File: config.mk
export PLATFORM = sky130hd
export DESIGN_NAME = ps2_dev_tx
export DESIGN_NICKNAME = d
export VERILOG_FILES = /design/src/rtl/ps2_dev_tx.sv
export SDC_FILE = /design/constraint.sdc
export NUM_CORES = 1
export LEC_CHECK = 0
export ABC_CLOCK_PERIOD_IN_PS = 4010
export CAP_MARGIN = 20
export CORE_UTILIZATION = 52
export DETAILED_ROUTE_END_ITERATION = 12
export PLACE_DENSITY = 0.72
export SYNTH_ARGS = -nofsm -noshare
export SYNTH_HDL_FRONTEND = slang
export SYNTH_SLANG_ARGS = --single-unit
File: constraint.sdc
create_clock -name clk_i -period 4.01 [get_ports clk_i]
set_clock_uncertainty 0.05 [all_clocks]
set_input_delay 0.401 -clock clk_i [delete_from_list [all_inputs] [get_ports clk_i]]
set_output_delay 0.401 -clock clk_i [all_outputs]
set_load 0.03 [all_outputs]
File: src/rtl/ps2_dev_tx.sv
// ---------------------------------------------------------------------------
// PS2DevTx : PS/2 device-side transmitter
//
// Accepts scan-code bytes into a small FIFO and serialises each one as an
// 11-bit PS/2 frame (start 0, data LSB first, odd parity, stop 1) on the
// device clock/data lines. Data only changes while ps2_clk_o is high, and a
// fixed idle gap separates consecutive frames.
//
// Ports
//   clk_i       : system clock, all logic on its rising edge
//   rst_n_i     : synchronous active-low reset
//   tx_data_i   : byte to transmit
//   tx_valid_i  : tx_data_i is valid; accepted when tx_ready_o is high
//   tx_ready_o  : FIFO has room for another byte
//   ps2_clk_o   : PS/2 device clock, idle high
//   ps2_dat_o   : PS/2 device data, idle high
//   busy_o      : transmitter is not idle
//   fifo_cnt_o  : current FIFO occupancy
// ---------------------------------------------------------------------------
module ps2_dev_tx #(
  parameter int CLK_DIV    = 2500,
  parameter int GAP_CYC    = 5000,
  parameter int FIFO_DEPTH = 4
) (
  input  logic                          clk_i,
  input  logic                          rst_n_i,
  input  logic [7:0]                    tx_data_i,
  input  logic                          tx_valid_i,
  output logic                          tx_ready_o,
  output logic                          ps2_clk_o,
  output logic                          ps2_dat_o,
  output logic                          busy_o,
  output logic [$clog2(FIFO_DEPTH):0]   fifo_cnt_o
);

  localparam int AW     = $clog2(FIFO_DEPTH);
  localparam int MAX_PH = (CLK_DIV > GAP_CYC) ? CLK_DIV : GAP_CYC;
  localparam int CW     = $clog2(MAX_PH);

  localparam logic [CW-1:0] DIV_LOAD  = CW'(CLK_DIV - 1);
  localparam logic [CW-1:0] GAP_LOAD  = CW'(GAP_CYC - 1);
  localparam logic [CW-1:0] PH_ONE    = CW'(1);
  localparam logic [AW-1:0] PTR_ONE   = AW'(1);
  localparam logic [AW:0]   CNT_ONE   = (AW + 1)'(1);
  localparam logic [AW:0]   CNT_FULL  = (AW + 1)'(FIFO_DEPTH);
  localparam logic [3:0]    LAST_BIT  = 4'd10;

  typedef enum logic [1:0] {
    IDLE,
    HI,
    LO,
    GAP
  } state_t;

  state_t        state;
  state_t        state_next;
  logic [CW-1:0] phase;
  logic [CW-1:0] phase_next;
  logic [3:0]    idx;
  logic [3:0]    idx_next;
  logic [10:0]   frame;
  logic [10:0]   frame_next;
  logic          clk_q;
  logic          dat_q;

  logic [7:0]    mem [FIFO_DEPTH];
  logic [AW-1:0] wr_ptr;
  logic [AW-1:0] rd_ptr;
  logic [AW:0]   count;
  logic [7:0]    head;
  logic          push;
  logic          pop;

  assign tx_ready_o = (count != CNT_FULL);
  assign push       = tx_valid_i && tx_ready_o;
  assign head       = mem[rd_ptr];
  assign fifo_cnt_o = count;
  assign busy_o     = (state != IDLE);
  assign ps2_clk_o  = clk_q;
  assign ps2_dat_o  = dat_q;

  // FIFO storage; contents need no reset since the pointers define validity.
  always_ff @(posedge clk_i) begin
    if (rst_n_i && push) begin
      mem[wr_ptr] <= tx_data_i;
    end
  end

  // FIFO pointers and occupancy. Depth is a power of two, so the pointers
  // wrap naturally; a simultaneous push and pop leaves the count unchanged.
  always_ff @(posedge clk_i) begin
    if (!rst_n_i) begin
      wr_ptr <= '0;
      rd_ptr <= '0;
      count  <= '0;
    end else begin
      if (push) begin
        wr_ptr <= wr_ptr + PTR_ONE;
      end
      if (pop) begin
        rd_ptr <= rd_ptr + PTR_ONE;
      end
      if (push && !pop) begin
        count <= count + CNT_ONE;
      end else if (pop && !push) begin
        count <= count - CNT_ONE;
      end
    end
  end

  // Frame sequencer. The single phase counter is reloaded with (length - 1)
  // on every state entry and counts down; the state ends when it reaches 0.
  // The frame is latched at pop time, so later FIFO writes cannot touch it.
  always_comb begin
    state_next = state;
    phase_next = phase;
    idx_next   = idx;
    frame_next = frame;
    pop        = 1'b0;
    case (state)
      IDLE: begin
        if (count != '0) begin
          pop        = 1'b1;
          frame_next = {1'b1, ~^head, head, 1'b0};
          idx_next   = '0;
          phase_next = DIV_LOAD;
          state_next = HI;
        end
      end
      HI: begin
        if (phase == '0) begin
          phase_next = DIV_LOAD;
          state_next = LO;
        end else begin
          phase_next = phase - PH_ONE;
        end
      end
      LO: begin
        if (phase == '0) begin
          if (idx < LAST_BIT) begin
            idx_next   = idx + 4'd1;
            phase_next = DIV_LOAD;
            state_next = HI;
          end else begin
            phase_next = GAP_LOAD;
            state_next = GAP;
          end
        end else begin
          phase_next = phase - PH_ONE;
        end
      end
      GAP: begin
        if (phase == '0) begin
          state_next = IDLE;
        end else begin
          phase_next = phase - PH_ONE;
        end
      end
      default: begin
        state_next = IDLE;
      end
    endcase
  end

  // State register plus registered line drivers. The lines are derived from
  // the next-state values so they change on the same edge as the state,
  // while staying glitch-free at the pins.
  always_ff @(posedge clk_i) begin
    if (!rst_n_i) begin
      state <= IDLE;
      phase <= '0;
      idx   <= '0;
      frame <= '1;
      clk_q <= 1'b1;
      dat_q <= 1'b1;
    end else begin
      state <= state_next;
      phase <= phase_next;
      idx   <= idx_next;
      frame <= frame_next;
      clk_q <= (state_next != LO);
      dat_q <= (state_next == HI || state_next == LO) ? frame_next[idx_next] : 1'b1;
    end
  end

endmodule

==> results.toml <==
[worst_setup_path]
crit_chain = "inv_1 -> ha_1 -> nor4b_2 -> nand4b_1 -> o41a_1 -> nand2_1 -> nor4b_1 -> a2111o_1 -> a2bb2oi_1"
endpoint_kind = "flop"
crit_path_max_incr_delay_ns = 0.63
r2r_end = "ps2_dat_o"
ff2ff_path_depth = 9
worstPathRequired_ns = 4.18
worstPathMaxFanout = 12
rrSetupSlack_ns = 1.10
crit_end = "ps2_dat_o"
reg2reg_from = "phase[1]"
crit_start = "phase[1]"
crit_path_top_delay_cell = "o41a_1"
arrival_ns = 3.09
setup.worst_path.class = "reg -> reg"
start_kind = "flop"

[layout]
layoutNonFillerInstCount = 401
diodes = 0
finish.net_count = 342
syn2layout_area_growth_pct = 13.9
final_layout_size_suffix_gt1_share_pct = 10.1

[sta]
setup_violations = 0
fin_ws_ns = 1.10
min_period_ns = 2.91
fmax_mhz = 343
fin_setup_tns_ns = 0
rsz0062_at_grt = "no"
slew_headroom_pct = 55.5
worstMarginPinSlew_ns = 0.661
hold_viol = 0
slew_viol_final = 0
fin_crit_sh_pct = 72.6

[route]
wl_um = 6130
via_per_inst = 5.62
final_antenna_net_count = 0
drc = 0
drt-initial-drc-count = 134
wire_per_inst_um = 15.3
via_count = 2253
firstDrtPassIters = 4

[cts]
cts.path.max_buffers = 2
path_clk_slew_ns = 0.08
cts.sinks = 73
cts_resized = 0
htreeDepth = 3
cts_tree = "done"
clock-root-buffer = "clkbuf_8"
post_cts_buffers = 0
ctsHoldBuffers = 0
numCtsBuffers = 9
clock_latency_ns = 0.35

[power]
ir_worst_vdd_mv = 0.472
leakagePower_uw = 0.00140
total_power_uw = 2910
power_density_nw_per_um2 = 763

[placement]
io_buffers = 17
pre_cts_ws_ns = 1.16
gp_congestion = 0.821
dpl.cell_count = 385
hpwl_um = 4260

[synth]
syn_area_per_cell_um2 = 11.1
async_flop_share_pct = 0
synth_edf_count = 32
synth_commonest_cells = "41 x dfxtp_1, 36 x nor2_1, 32 x edfxtp_1, 26 x nand2_1"
netlist-cell-type-count = 51
ys_ff_latch = 73
synth.most_common_cell = "dfxtp_1"
ys_warn_count = 0
syn-instance-count = 301
yosys.area.top_type = "edfxtp_1"
synth_top_area_share_pct = 28.7
synth_nets = 322
synthTopCellsByArea = "edfxtp_1 29%, dfxtp_1 24%, mux4_2 5.4%"
yosysSeqAreaShare_pct = 53.2
synth_flop_cell = "dfxtp_1"
syn-cell-area_um2 = 3350

[global_route]
grt_pass1_vias = 2177
grt_use_total_pct = 20.8
grt.overflow.total = 0
grt_max_degree = 24
antenna_found_initial = 0
met3_usage_pct = 6.26
gr-usage-met2_pct = 33.2
busiest_layer = "met2"
grt_first_pass_wirelength_um = 10200
met1_usage_pct = 26.5

[hold_path]
min-delay-start = "frame[0]"
hold_path_class = "reg -> reg"

[die]
die_h_um = 82.3
core-area_um2 = 6060
die_x_um = 82.3
initial_core_util_pct = 55.3
rows = 28
io_pins = 18
die_area_um2 = 6770

[run]
max_cap_viol_count = 0

[status]
run_status = "finished clean"
-- routing by layer --
metal | share of wire [%] | wire length [um]
met1 | 47 | 2910
met2 | 47 | 2850
met3 | 4.0 | 244
met4 | 2.0 | 120
met5 | 0 | 0
-- area by class of cell --
cell class / instances / area (um2)
sequential: 73 / 1780
timing repair buffer: 20 / 193
clock buffer: 9 / 124
clock inverter: 7 / 101
multi-input combinational: 209 / 1490
tap: 75 / 93.8
fill: 487 / 2240
inverter: 8 / 30.0
-- sequential cells by signal, indices dropped and copies added, names as in the netlist, named ones only --
signal	flops
frame	11
ps2_clk_o	1
state	2
idx	4
wr_ptr	2
mem	32
rd_ptr	2
ps2_dat_o	1
phase	13
fifo_cnt_o	3
-- metrics by stage --
step	util, %	hold WS [ns]	instance area (um2)
floorplan	-	0.369	3350
global placement	59.2	0.390	3590
detailed placement	59.2	0.401	3590
CTS	63.0	0.415	3820
global route	63.0	0.439	3820
finish	63.0	0.414	3820
-- how the worst min path moves through the flow --
stage | depth (start not counted) | to
floorplan | 2 | frame[10]
global placement | 2 | frame[10]
detailed placement | 2 | frame[10]
CTS | 2 | frame[0]
global route | 2 | frame[10]
finish | 2 | frame[0]
-- cells in the final DEF (no fill, tap or decap), drive strengths merged, types with 4 or more instances in the layout --
| master | instances |
|---|---|
| xor2 | 9 |
| mux2i | 11 |
| mux4 | 8 |
| o21ai | 14 |
| ha | 9 |
| nand2b | 4 |
| nor4 | 6 |
| inv | 8 |
| nor2 | 36 |
| nand2 | 26 |
| dfxtp | 41 |
| clkbuf | 9 |
| xnor2 | 13 |
| edfxtp | 32 |
| a21oi | 14 |
| and3 | 6 |
| clkdlybuf4s50 | 17 |
| nor3 | 5 |
| and2 | 5 |
| nand3 | 10 |
-- cells by family after synthesis --
| kind of cell | after synthesis | share of synthesized area [%] |
|---|---|---|
| AOI/OAI and AO/OA | 49 | 9.49 |
| xor gates and xnor gates | 22 | 5.75 |
| adders and majority gates | 10 | 3.96 |
| buffers and inverters | 19 | 2.28 |
| DFF | 73 | 53.2 |
| muxes | 20 | 9.00 |
| and+or+nand+nor | 108 | 16.4 |
-- critical path: cells and delay by family (launching register included) --
| family | cells | cell delay [ns] |
|---|---|---|
| fa+ha+maj | 1 | 0.19 |
| simple gates | 4 | 0.96 |
| flops | 1 | 0.33 |
| buf+inv | 1 | 0.11 |
| compound gates | 3 | 1.16 |
-- power breakdown --
part           total (uW)  internal [uW]  leakage [uW]  switching, uW
clock                 648            355      0.000106            292
sequential           1080            926      0.000628            158
combinational        1180            541      0.000669            639
Power figures use the tool's default switching activity.
